**config.mk**
```make
export PLATFORM = sky130hd
export DESIGN_NAME = collision_scheduler
export DESIGN_NICKNAME = d
export VERILOG_FILES = /design/src/rtl/physics_pkg.sv /design/src/rtl/collision_scheduler.sv
export SDC_FILE = /design/constraint.sdc
export NUM_CORES = 1
export LEC_CHECK = 0
export BUFFER_PORTS_ARGS = -buffer_cell sky130_fd_sc_hd__buf_2
export CORE_ASPECT_RATIO = 1.75
export CORE_MARGIN = 4
export CORE_UTILIZATION = 52
export CTS_CLUSTER_SIZE = 25
export DETAILED_ROUTE_END_ITERATION = 6
export PLACE_DENSITY = 0.9
export SETUP_SLACK_MARGIN = 0.1
export SLEW_MARGIN = 20
export SYNTH_ARGS = -nofsm -noshare
export SYNTH_HDL_FRONTEND = slang
export SYNTH_SLANG_ARGS = --single-unit
```
**constraint.sdc**
```tcl
create_clock -name clk_in -period 1.8 [get_ports clk_in]
set_input_delay 0.27 -clock clk_in [delete_from_list [all_inputs] [get_ports clk_in]]
set_output_delay 0.27 -clock clk_in [all_outputs]
set_load 0.005 [all_outputs]
```
**src/rtl/physics_pkg.sv**
```systemverilog
// Shared types and width defaults for the soft-body physics datapath.
package physics_pkg;

  localparam int unsigned PositionSizeDefault = 8;
  localparam int unsigned VelocitySizeDefault = 8;

  typedef enum logic [2:0] {
    StIdle,
    StLoad,
    StIssue,
    StWait,
    StNext,
    StWrite,
    StDone
  } sched_state_e;

  typedef struct packed {
    logic signed [PositionSizeDefault-1:0] x;
    logic signed [PositionSizeDefault-1:0] y;
    logic signed [VelocitySizeDefault-1:0] vx;
    logic signed [VelocitySizeDefault-1:0] vy;
  } node_state_t;

endpackage

```
**src/rtl/collision_scheduler.sv**
```systemverilog
// Walks every node against the active obstacle list once per frame, driving the shared
// collision engine and writing each node's resolved position back to node memory.
module collision_scheduler
  import physics_pkg::*;
#(
  parameter int unsigned NUM_NODES     = 8,
  parameter int unsigned NUM_OBSTACLES = 4,
  parameter int unsigned POSITION_SIZE = PositionSizeDefault,
  parameter int unsigned VELOCITY_SIZE = VelocitySizeDefault,
  parameter int          DT            = 1,
  parameter int unsigned TIMEOUT       = 255,
  localparam int unsigned NW = $clog2(NUM_NODES),
  localparam int unsigned OW = $clog2(NUM_OBSTACLES),
  localparam int unsigned CW = $clog2(NUM_OBSTACLES) + 1
) (
  input  logic                     clk_in,
  input  logic                     rst_in,
  input  logic                     start_in,
  input  logic [CW-1:0]            num_obstacles_in,
  output logic                     busy_out,
  output logic                     done_out,
  output logic                     error_out,
  output logic [NW-1:0]            node_idx_out,
  input  logic [POSITION_SIZE-1:0] node_x_in,
  input  logic [POSITION_SIZE-1:0] node_y_in,
  input  logic [VELOCITY_SIZE-1:0] node_vx_in,
  input  logic [VELOCITY_SIZE-1:0] node_vy_in,
  output logic [OW-1:0]            obs_idx_out,
  output logic                     eng_begin_out,
  output logic [POSITION_SIZE-1:0] eng_x_out,
  output logic [POSITION_SIZE-1:0] eng_y_out,
  output logic [VELOCITY_SIZE-1:0] eng_vx_out,
  output logic [VELOCITY_SIZE-1:0] eng_vy_out,
  input  logic                     eng_result_in,
  input  logic                     eng_collision_in,
  input  logic [POSITION_SIZE-1:0] eng_x_in,
  input  logic [POSITION_SIZE-1:0] eng_y_in,
  output logic                     wr_valid_out,
  output logic [NW-1:0]            wr_idx_out,
  output logic [POSITION_SIZE-1:0] wr_x_out,
  output logic [POSITION_SIZE-1:0] wr_y_out,
  output logic                     wr_collided_out
);

  localparam int unsigned TW = $clog2(TIMEOUT + 1);

  sched_state_e           state_q, state_d;
  logic [NW-1:0]          node_idx_q, node_idx_d;
  logic [OW-1:0]          obs_idx_q, obs_idx_d;
  logic [CW-1:0]          count_q, count_d;
  logic [TW-1:0]          tmo_q, tmo_d;
  logic [POSITION_SIZE-1:0] res_x_q, res_x_d, res_y_q, res_y_d;
  logic                   res_coll_q, res_coll_d;
  logic                   use_ff_q, use_ff_d;
  logic                   busy_q, busy_d, done_q, done_d, error_q, error_d;
  logic                   eng_begin_q, eng_begin_d;
  logic [POSITION_SIZE-1:0] eng_x_q, eng_x_d, eng_y_q, eng_y_d;
  logic [VELOCITY_SIZE-1:0] eng_vx_q, eng_vx_d, eng_vy_q, eng_vy_d;
  logic                   wr_valid_q, wr_valid_d, wr_coll_q, wr_coll_d;
  logic [NW-1:0]          wr_idx_q, wr_idx_d;
  logic [POSITION_SIZE-1:0] wr_x_q, wr_x_d, wr_y_q, wr_y_d;
  logic [POSITION_SIZE-1:0] ff_x, ff_y;

  always_comb begin
    state_d     = state_q;
    node_idx_d  = node_idx_q;
    obs_idx_d   = obs_idx_q;
    count_d     = count_q;
    tmo_d       = tmo_q;
    res_x_d     = res_x_q;
    res_y_d     = res_y_q;
    res_coll_d  = res_coll_q;
    use_ff_d    = use_ff_q;
    done_d      = 1'b0;
    error_d     = error_q;
    eng_begin_d = 1'b0;
    eng_x_d     = eng_x_q;
    eng_y_d     = eng_y_q;
    eng_vx_d    = eng_vx_q;
    eng_vy_d    = eng_vy_q;
    wr_valid_d  = 1'b0;
    wr_idx_d    = wr_idx_q;
    wr_x_d      = wr_x_q;
    wr_y_d      = wr_y_q;
    wr_coll_d   = wr_coll_q;
    // Node data is valid from the cycle after LOAD, so free flight is resolved in WRITE.
    ff_x = POSITION_SIZE'(32'(signed'(node_x_in)) + 32'(signed'(node_vx_in)) * DT);
    ff_y = POSITION_SIZE'(32'(signed'(node_y_in)) + 32'(signed'(node_vy_in)) * DT);

    unique case (state_q)
      StIdle: begin
        if (start_in) begin
          state_d    = StLoad;
          node_idx_d = '0;
          obs_idx_d  = '0;
          error_d    = 1'b0;
          count_d    = (num_obstacles_in > CW'(NUM_OBSTACLES)) ? CW'(NUM_OBSTACLES)
                                                                : num_obstacles_in;
        end
      end
      StLoad: begin
        res_coll_d = 1'b0;
        use_ff_d   = (count_q == '0);
        state_d    = (count_q == '0) ? StWrite : StIssue;
      end
      StIssue: begin
        eng_x_d     = node_x_in;
        eng_y_d     = node_y_in;
        eng_vx_d    = node_vx_in;
        eng_vy_d    = node_vy_in;
        eng_begin_d = 1'b1;
        tmo_d       = '0;
        state_d     = StWait;
      end
      StWait: begin
        if (eng_result_in) begin
          res_x_d    = eng_x_in;
          res_y_d    = eng_y_in;
          res_coll_d = eng_collision_in;
          state_d    = StNext;
        end else if (tmo_q == TW'(TIMEOUT - 1)) begin
          error_d  = 1'b1;
          use_ff_d = 1'b1;
          state_d  = StWrite;
        end else begin
          tmo_d = tmo_q + 1'b1;
        end
      end
      StNext: begin
        if (res_coll_q || (({1'b0, obs_idx_q} + CW'(1)) == count_q)) begin
          state_d = StWrite;
        end else begin
          obs_idx_d = obs_idx_q + 1'b1;
          state_d   = StIssue;
        end
      end
      StWrite: begin
        wr_valid_d = 1'b1;
        wr_idx_d   = node_idx_q;
        wr_x_d     = use_ff_q ? ff_x : res_x_q;
        wr_y_d     = use_ff_q ? ff_y : res_y_q;
        wr_coll_d  = !use_ff_q && res_coll_q;
        if (node_idx_q == NW'(NUM_NODES - 1)) begin
          state_d = StDone;
        end else begin
          node_idx_d = node_idx_q + 1'b1;
          obs_idx_d  = '0;
          state_d    = StLoad;
        end
      end
      StDone: begin
        done_d  = 1'b1;
        state_d = StIdle;
      end
      default: state_d = StIdle;
    endcase

    busy_d = (state_d != StIdle);
  end

  always_ff @(posedge clk_in) begin
    if (rst_in) begin
      state_q     <= StIdle;
      node_idx_q  <= '0;
      obs_idx_q   <= '0;
      count_q     <= '0;
      tmo_q       <= '0;
      res_x_q     <= '0;
      res_y_q     <= '0;
      res_coll_q  <= 1'b0;
      use_ff_q    <= 1'b0;
      busy_q      <= 1'b0;
      done_q      <= 1'b0;
      error_q     <= 1'b0;
      eng_begin_q <= 1'b0;
      eng_x_q     <= '0;
      eng_y_q     <= '0;
      eng_vx_q    <= '0;
      eng_vy_q    <= '0;
      wr_valid_q  <= 1'b0;
      wr_idx_q    <= '0;
      wr_x_q      <= '0;
      wr_y_q      <= '0;
      wr_coll_q   <= 1'b0;
    end else begin
      state_q     <= state_d;
      node_idx_q  <= node_idx_d;
      obs_idx_q   <= obs_idx_d;
      count_q     <= count_d;
      tmo_q       <= tmo_d;
      res_x_q     <= res_x_d;
      res_y_q     <= res_y_d;
      res_coll_q  <= res_coll_d;
      use_ff_q    <= use_ff_d;
      busy_q      <= busy_d;
      done_q      <= done_d;
      error_q     <= error_d;
      eng_begin_q <= eng_begin_d;
      eng_x_q     <= eng_x_d;
      eng_y_q     <= eng_y_d;
      eng_vx_q    <= eng_vx_d;
      eng_vy_q    <= eng_vy_d;
      wr_valid_q  <= wr_valid_d;
      wr_idx_q    <= wr_idx_d;
      wr_x_q      <= wr_x_d;
      wr_y_q      <= wr_y_d;
      wr_coll_q   <= wr_coll_d;
    end
  end

  assign busy_out        = busy_q;
  assign done_out        = done_q;
  assign error_out       = error_q;
  assign node_idx_out    = node_idx_q;
  assign obs_idx_out     = obs_idx_q;
  assign eng_begin_out   = eng_begin_q;
  assign eng_x_out       = eng_x_q;
  assign eng_y_out       = eng_y_q;
  assign eng_vx_out      = eng_vx_q;
  assign eng_vy_out      = eng_vy_q;
  assign wr_valid_out    = wr_valid_q;
  assign wr_idx_out      = wr_idx_q;
  assign wr_x_out        = wr_x_q;
  assign wr_y_out        = wr_y_q;
  assign wr_collided_out = wr_coll_q;

endmodule

```
# == After elaboration in Yosys (flattened, before gate mapping) ==
# Index checks and enable logic that the tools add are counted.
# classes
addsub,6
multipliers,0
div,0
n_lt_le_gt_ge,1
n_eq_ne,16
n_shift,0
mux,30
bitwise_logic,0
n_reduce_logical,19
# ops
op,n
$mux W8,4
$mux W3,9
$pmux W3 S6,1
$add A8 B8 Y8,2
$pmux W8 S2,1
$ne A2 B2 Y1 const B,7
$eq A3 B3 Y1 const B,4
$reduce_and A3 Y1,3
$add A8 B1 Y8 const B,1
$eq A8 B8 Y1 const B,1
$reduce_and A4 Y1,2
$reduce_bool A2 Y1,4
$mux W1,7
$eq A3 B2 Y1 const B,2
$logic_not A3 Y1,2
$mux W2,3
$pmux W1 S2,3
$pmux W2 S3,1
$pmux W3 S2,1
$reduce_and A2 Y1,3
$reduce_bool A3 Y1,2
$add A2 B1 Y3 const B,1
$add A3 B1 Y3 const B,1
$eq A3 B1 Y1 const B,1
other kinds (6),6
# totals
reg_bits,94
latch_bits,0
mem_bits_rw,0
mem_bits_ro,0
in_bits,56
out_inout_bits,62
mem_count,0

# == Logic depth before layout (Yosys ltp) ==
# Gate-level depths: netlist of the first run.
# depth
ltp_word,6
mapped_depth,8

# == Worst setup path after synthesis of the first run ==
# No wires, ideal clock.
# synth_timing
kind,input-to-reg
startpoint,input node_x_in[0]
endpoint,register wr_x_q[6] (netlist: wr_x_out[6])
t_arrival_ps,1528
required_ps,1709
slack_ps,182
path_stages,8
n_path_buf,0
cell_sequence,ha_1 -> inv_1 -> fa_1 -> nor2b_1 -> o2111ai_1 -> nand4b_1 -> xnor2_1 -> a311oi_1
# synth_via
elab_chain_len,2
# synth_rtl
element,line,source
from (decl),collision_scheduler.sv:24,"input logic [POSITION_SIZE-1:0] node_x_in,"
$add A8 B8 Y8,collision_scheduler.sv:87,ff_x = POSITION_SIZE'(32'(signed'(node_x_in)) + 32'(signed'(node_vx_in)) * DT);
$mux W8,collision_scheduler.sv:140,wr_x_d = use_ff_q ? ff_x : res_x_q;
to (signal assigned),collision_scheduler.sv:205,wr_x_q <= wr_x_d;
to (decl),collision_scheduler.sv:61,"logic [POSITION_SIZE-1:0] wr_x_q, wr_x_d, wr_y_q, wr_y_d;"
# Every way passes these cells.
# A chain may end at the register's enable or synchronous reset.

# == Worst setup path in the final report of the first run ==
# layout_timing
startpoint,register obs_idx_q[0] (netlist: obs_idx_out[0])
endpoint,register busy_q (netlist: busy_out)
# layout_via
elab_chain_len,6
# layout_rtl
element,line,source
from (decl),collision_scheduler.sv:49,"logic [OW-1:0] obs_idx_q, obs_idx_d;"
from (signal assigned),collision_scheduler.sv:188,obs_idx_q <= obs_idx_d;
$add A2 B1 Y3,collision_scheduler.sv:130,"if (res_coll_q || (({1'b0, obs_idx_q} + CW'(1)) == count_q)) begin"
$eq A3 B3 Y1,collision_scheduler.sv:130,
$logic_or A1 B1 Y1,collision_scheduler.sv:130,
$mux W3,collision_scheduler.sv:130,
$pmux W3 S6,collision_scheduler.sv:90,unique case (state_q)
$reduce_bool A3 Y1,collision_scheduler.sv:158,busy_d = (state_d != StIdle);
to (signal assigned),collision_scheduler.sv:195,busy_q <= busy_d;
to (decl),collision_scheduler.sv:55,"logic busy_q, busy_d, done_q, done_d, error_q, error_d;"
# Every way passes these cells.

==> out/qor.yml, run 1 <==
sta:
  max_freq_ghz: 0.605
  finalCritPeriodShare_pct: 91.8
  hold_violations: 0
  skew_ns: 0.00824
  setup_violations: 0
  fin_crit_ns: 1.65
  whs_ns: 0.157
  rsz0062_at_grt: "true"
  tightest_slew_ns: 0.457
  drv_slew: 0
  slew-limit-headroom_pct: 69.5
routing:
  vias: 4011
  avgRoutedWirePerCell_um: 15.7
  drtAntennaViolNets: 0
  drt_first_pass_iters: 4
  viasPerCell: 5.78
  drc_errors: 0
  routed_wl_um: 10900
  first_iter_violations: 213
clocking:
  path_clk_slew_ns: 0.06
  cts_tree: "yes"
  numCtsBuffers: 9
  clockBufferDepth: 2
  cts_hold_buf: 0
  cts_root_buf: "clkbuf_16"
  clkLatencyLatePin_ns: 0.34
  cts.sinks: 94
  htree_levels: 3
place:
  gp_congestion: 0.927
  io_buffers: 117
  dpl.hpwl_um: 8160
power:
  p_seq_share_pct: 42.3
  p_sw_share_pct: 28.4
  ir_drop_mv: 0.598
  p_int_mw: 3.95
  cellLeakagePower_nw: 2.29
  p_per_area_nw_per_um2: 1030
  power_switching_mw: 1.56
  power_frac_comb_pct: 23.1
  p_clk_share_pct: 34.6
synth:
  syn-num-nets: 552
  syn_area_um2: 4240
  yosysSeqAreaShare_pct: 44.4
  yosys_warnings: 0
  ys_ff_latch: 94
  syn_avg_cell_area_um2: 8.92
  netlist-cell-type-count: 46
  async_flop_share_pct: 0
  synth_edf_count: 0
  synth_ff_type: "dfxtp_1"
  netlist_instances: 475
cells_and_area:
  final_nets: 676
  layout_commonest_cell: "buf_2"
  final_cell_mix: "117 x buf_2, 89 x dfxtp_1, 65 x nand2_1, 44 x a21oi_1, 38 x nor2_1"
  fin_util_pct: 67.4
  drive_above_1_share_pct: 28.6
  area_growth_pct: 26.7
  antennaDiodeCount: 0
setup_path:
  worst-path-max-fanout: 5
  cp-start-kind: "register"
  path_class: "reg -> reg"
  endpoint_kind: "register"
  required_ns: 2.02
  critical_path_arrival_ns: 1.87
  rr_worst_depth: 6
grt:
  grt_pass1_vias: 3970
  grt_pass1_wl_um: 17600
  track_usage_pct: 22.0
  grt_overflow: 0
  grt_max_degree: 34
  antenna_found_initial: 0
floorplanning:
  die_y_um: 127
  io_pins: 118
  core-area_um2: 7960
  die_x_um: 76.2
  start_util_pct: 53.2
  num_rows: 43
  die-area_um2: 9710
flow_run:
  max_cap_viol_count: 0
hold_path:
  whs_path_depth: 2
  hold_path.class: "in -> reg"
status:
  outcome: "complete, no violations"
## routing by layer
layer	track usage, %	wire length (um)	up-vias
li1	-	-	1948
met1	23.1	4260	1898
met2	41.0	5770	142
met3	5.85	618	23
met4	9.28	267	0
met5	0	0	-
## through the flow
| stage | worst slack (ns) | power, mW | setup TNS [ns] | area, um2 | instances |
|---|---|---|---|---|---|
| 2_1_floorplan | 0.182 | 3.15 | 0 | 4240 | 475 |
| 3_3_place_gp | 0.00744 | 3.52 | 0 | 4980 | 674 |
| 3_5_place_dp | -0.0538 | 3.57 | -0.0688 | 4980 | 674 |
| 4_1_cts | 0.115 | 5.51 | 0 | 5320 | 693 |
| 5_1_grt | 0.0578 | 5.79 | 0 | 5370 | 694 |
| 6_report | 0.148 | 5.51 | 0 | 5370 | 694 |
## critical path: stages (launching register included)
cell	delay, ns
dfxtp_2	0.35
ha_1	0.32
xnor2_1	0.14
a31oi_2	0.23
nor2_1	0.11
a211oi_2	0.26
a31oi_1	0.12
## what timing repair did
action                     CTS  global route
pin swaps                    2             4
hold endpoints to repair     0             0
gates resized for setup      2            13
buffers inserted             2             1
setup endpoints to repair    6            13
gates cloned                 1             0
## Yosys cell counts, types with 2 or more instances
master	number	area share [%]
dfxtp_1	94	44
nand2_1	65	5.8
a21oi_1	45	5.3
nor2_1	38	3.4
a22o_1	32	6.6
o21ai_0	21	2.5
ha_1	19	5.6
buf_2	16	1.9
xnor2_1	14	2.9
a211oi_1	12	2.1
inv_1	11	0.97
clkbuf_1	10	0.89
nand3_1	10	1.2
nor3_1	9	1.1
mux2i_1	8	1.9
or3_1	8	1.2
a311oi_1	6	1.2
a31oi_1	4	0.59
nand2b_1	4	0.59
nor2b_1	4	0.59
o211ai_1	4	0.71
a21o_1	3	0.53
nor3b_1	3	0.53
o21a_1	3	0.53
and2_0	2	0.30
and3_1	2	0.30
buf_4	2	0.35
fa_1	2	0.95
nand3b_1	2	0.35
nand4b_1	2	0.41
nor4_1	2	0.30
nor4b_1	2	0.41
o2111ai_1	2	0.41
o21bai_1	2	0.35
## power groups by stage
stage,clock [mW],sequential (mW),combinational [mW]
finish,1.91,2.33,1.28
CTS,1.94,2.33,1.24
global route,2.04,2.35,1.40
detailed placement,0,2.37,1.20
global placement,0,2.37,1.15
floorplan,0,2.37,0.781
## path summary, 6_finish.rpt
check	end	from	slack, ns
worst max register to register	busy_out	obs_idx_out[0]	0.15
worst min register to register	res_x_q[7]	res_x_q[7]	0.45
worst min-delay path	eng_vy_out[3]	node_vy_in[3]	0.16
worst max-delay path	busy_out	obs_idx_out[0]	0.15
## kinds of logic (layout without fill, tap and decap cells)
group / count (synthesis) / in the layout / synth area share, %
flops: 94 / 94 / 44.4
mux: 8 / 8 / 1.89
xor+xnor: 15 / 15 / 3.10
compound gates: 139 / 140 / 22.4
fa+ha+maj: 21 / 21 / 6.56
simple gates: 158 / 158 / 17.3
buf+inv: 40 / 168 / 4.37
## final cells by class
| class | count | area, um2 |
|---|---|---|
| inverter | 11 | 41.3 |
| sequential | 94 | 1890 |
| clock inverter | 3 | 42.5 |
| tap | 90 | 113 |
| multi-input combinational | 342 | 2230 |
| clock buffer | 13 | 260 |
| timing repair buffer | 141 | 791 |
| fill | 643 | 2600 |
Note: power is estimated with default switching activity, not from simulation.
==> inputs of run 2 (changes only) <==
==> constraint.sdc (replaced) <==
create_clock -name clk_in -period 1.8 [get_ports clk_in]
set_input_delay 0.27 -clock clk_in [delete_from_list [all_inputs] [get_ports clk_in]]
set_output_delay 0.27 -clock clk_in [all_outputs]
set_load 0.02 [all_outputs]
==> run 2 against run 1 <==
Sequential share of layout area hardly changed. Die area did not move. Setup slack improved by 0.017 ns. First-iteration DRC count up 8.0%. Clock skew is 0.0018 ns lower. Non-clock buffer count rose by 1. Clock power shrank 2%. Highest routed layer unchanged.
==> out/qor.yml, run 2 (same netlist as run 1, synthesis figures left out) <==
cells_and_area:
  layout_commonest_cell: "buf_2"  # unchanged
  antennaDiodeCount: 0  # unchanged
  area_growth_pct: 26.5  # was 26.7%
  drive_above_1_share_pct: 28.5  # was 28.6%
  finalInstanceArea_um2: 5360  # was 5370 um2
  final_nets: 677  # was 676
  final_cell_mix: "117 x buf_2, 91 x dfxtp_1, 65 x nand2_1, 44 x a21oi_1, 37 x nor2_1"  # was 117 x buf_2, 89 x dfxtp_1, 65 x nand2_1, 44 x a21oi_1, 38 x nor2_1
place:
  gp_congestion: 0.920  # was 0.927
  io_buffers: 117  # unchanged
  dpl.hpwl_um: 8100  # was 8160 um
  dpl-instance-area_um2: 4970  # was 4980 um2
  pre_cts_slack_ns: -0.0595  # was -0.0538 ns
floorplanning:
  io_pins: 118  # unchanged
  core-area_um2: 7960  # unchanged
  num_rows: 43  # unchanged
  start_util_pct: 53.2  # unchanged
  die-area_um2: 9710  # unchanged
  die_y_um: 127  # unchanged
  die_x_um: 76.2  # unchanged
sta:
  drv_slew: 0  # unchanged
  skew_ns: 0.00643  # was 0.00824 ns
  slew-limit-headroom_pct: 69.8  # was 69.5%
  whs_ns: 0.156  # was 0.157 ns
  setup_violations: 0  # unchanged
  finalCritPeriodShare_pct: 90.8  # was 91.8%
  fin_ws_ns: 0.165  # was 0.148 ns
  fin_crit_ns: 1.63  # was 1.65 ns
  tns_ns: 0  # unchanged
  rsz0062_at_grt: "true"  # unchanged
  tightest_slew_ns: 0.450  # was 0.457 ns
  max_freq_ghz: 0.612  # was 0.605 GHz
  hold_violations: 0  # unchanged
grt:
  antenna_found_initial: 0  # unchanged
  grt_pass1_wl_um: 17600  # about the same
  grt_max_degree: 34  # unchanged
  grt_overflow: 0  # unchanged
  track_usage_pct: 22.3  # was 22.0%
  grt_pass1_vias: 3863  # was 3970
routing:
  routed_wl_um: 10800  # was 10900 um
  vias: 3952  # was 4011
  first_iter_violations: 230  # was 213
  drc_errors: 0  # unchanged
  drtAntennaViolNets: 0  # unchanged
  avgRoutedWirePerCell_um: 15.5  # was 15.7 um
  drt_first_pass_iters: 4  # unchanged
  viasPerCell: 5.69  # was 5.78
status:
  outcome: "complete, no violations"  # unchanged
clocking:
  clkLatencyLatePin_ns: 0.34  # about the same
  cts_hold_buf: 0  # unchanged
  clockBufferDepth: 2  # unchanged
  cts.sinks: 94  # unchanged
  numCtsBuffers: 9  # unchanged
  path_clk_slew_ns: 0.06  # about the same
  cts_root_buf: "clkbuf_16"  # unchanged
  htree_levels: 3  # unchanged
  cts_tree: "yes"  # unchanged
power:
  cellLeakagePower_nw: 2.28  # was 2.29 nW
  p_per_area_nw_per_um2: 1050  # was 1030 nW/um2
  ir_drop_mv: 0.628  # was 0.598 mV
  p_clk_share_pct: 33.4  # was 34.6%
  p_sw_share_pct: 30.3  # was 28.4%
  p_int_mw: 3.91  # was 3.95 mW
  power_frac_comb_pct: 24.9  # was 23.1%
  p_seq_share_pct: 41.8  # was 42.3%
  power_switching_mw: 1.70  # was 1.56 mW
hold_path:
  hold_path.class: "in -> reg"  # unchanged
setup_path:
  critical_path_arrival_ns: 1.85  # was 1.87 ns
  required_ns: 2.02  # about the same
  endpoint_kind: "register"  # unchanged
  path_class: "reg -> reg"  # unchanged
  cp-start-kind: "register"  # unchanged
  worst-path-max-fanout: 5  # unchanged
flow_run:
  max_cap_viol_count: 0  # unchanged
run 2: cell count changes in the layout (fill, tap and decap cells not counted), sizes merged:
cell and change:
clkbuf -1, buf +1, clkinvlp +1, clkinv -1
run 2: cell type report:
cell class	count	area, um2
clock buffers	12	246
clock inverters	3	45.0
fillers	660	2610
inverters	11	41.3
multi-input cells	342	2240
flip-flops and latches	94	1890
well taps	90	113
repair buffers	142	786
run 2: path summary, 6_finish.rpt:
path	slack (ns)	startpoint	cells after the start	end
worst max register to register	0.17	obs_idx_out[0]	6	busy_out
worst min-delay path	0.16	node_vx_in[0]	2	eng_vx_out[0]
worst max-delay path	0.17	obs_idx_out[0]	6	busy_out
worst min register to register	0.45	res_x_q[5]	2	res_x_q[5]
run 2: power by group through the flow:
stage	clock [mW]	combinational, mW	sequential (mW)
4_1_cts	1.91	1.34	2.34
3_3_place_gp	0	1.28	2.38
2_1_floorplan	0	0.782	2.50
6_report	1.87	1.39	2.34
3_5_place_dp	0	1.31	2.38
5_1_grt	2.00	1.52	2.36
run 2: critical path, cell delays in order (launching register included):
cell and delay [ns]:
dfxtp_2 0.35, ha_1 0.34, xnor2_1 0.15, a31oi_2 0.20, nor2_1 0.11, a211oi_2 0.23, a31oi_1 0.12
run 2: metrics by stage:
step | instances | power, mW | utilization [%]
6_report | 694 | 5.61 | 67.3
5_1_grt | 694 | 5.88 | 67.3
4_1_cts | 692 | 5.59 | 66.5
3_5_place_dp | 675 | 3.69 | 62.5
3_3_place_gp | 675 | 3.65 | 62.5
2_1_floorplan | 475 | 3.28 | -
run 2: what timing repair did:
action | 4_1_cts | 5_1_grt
pin swaps | 1 | 5
setup endpoints to repair | 6 | 17
buffers inserted | 2 | 1
gates resized for setup | 2 | 11
gates cloned | 0 | 1
run 2: metal layers:
metal	track usage (%)	wire length [um]	part of all wire [%]	vias up
met5	0	0	0	-
li1	-	-	-	1952
met4	10.9	256	2.4	0
met1	24.7	4310	40	1849
met3	4.94	548	5.1	24
met2	40.1	5650	53	127
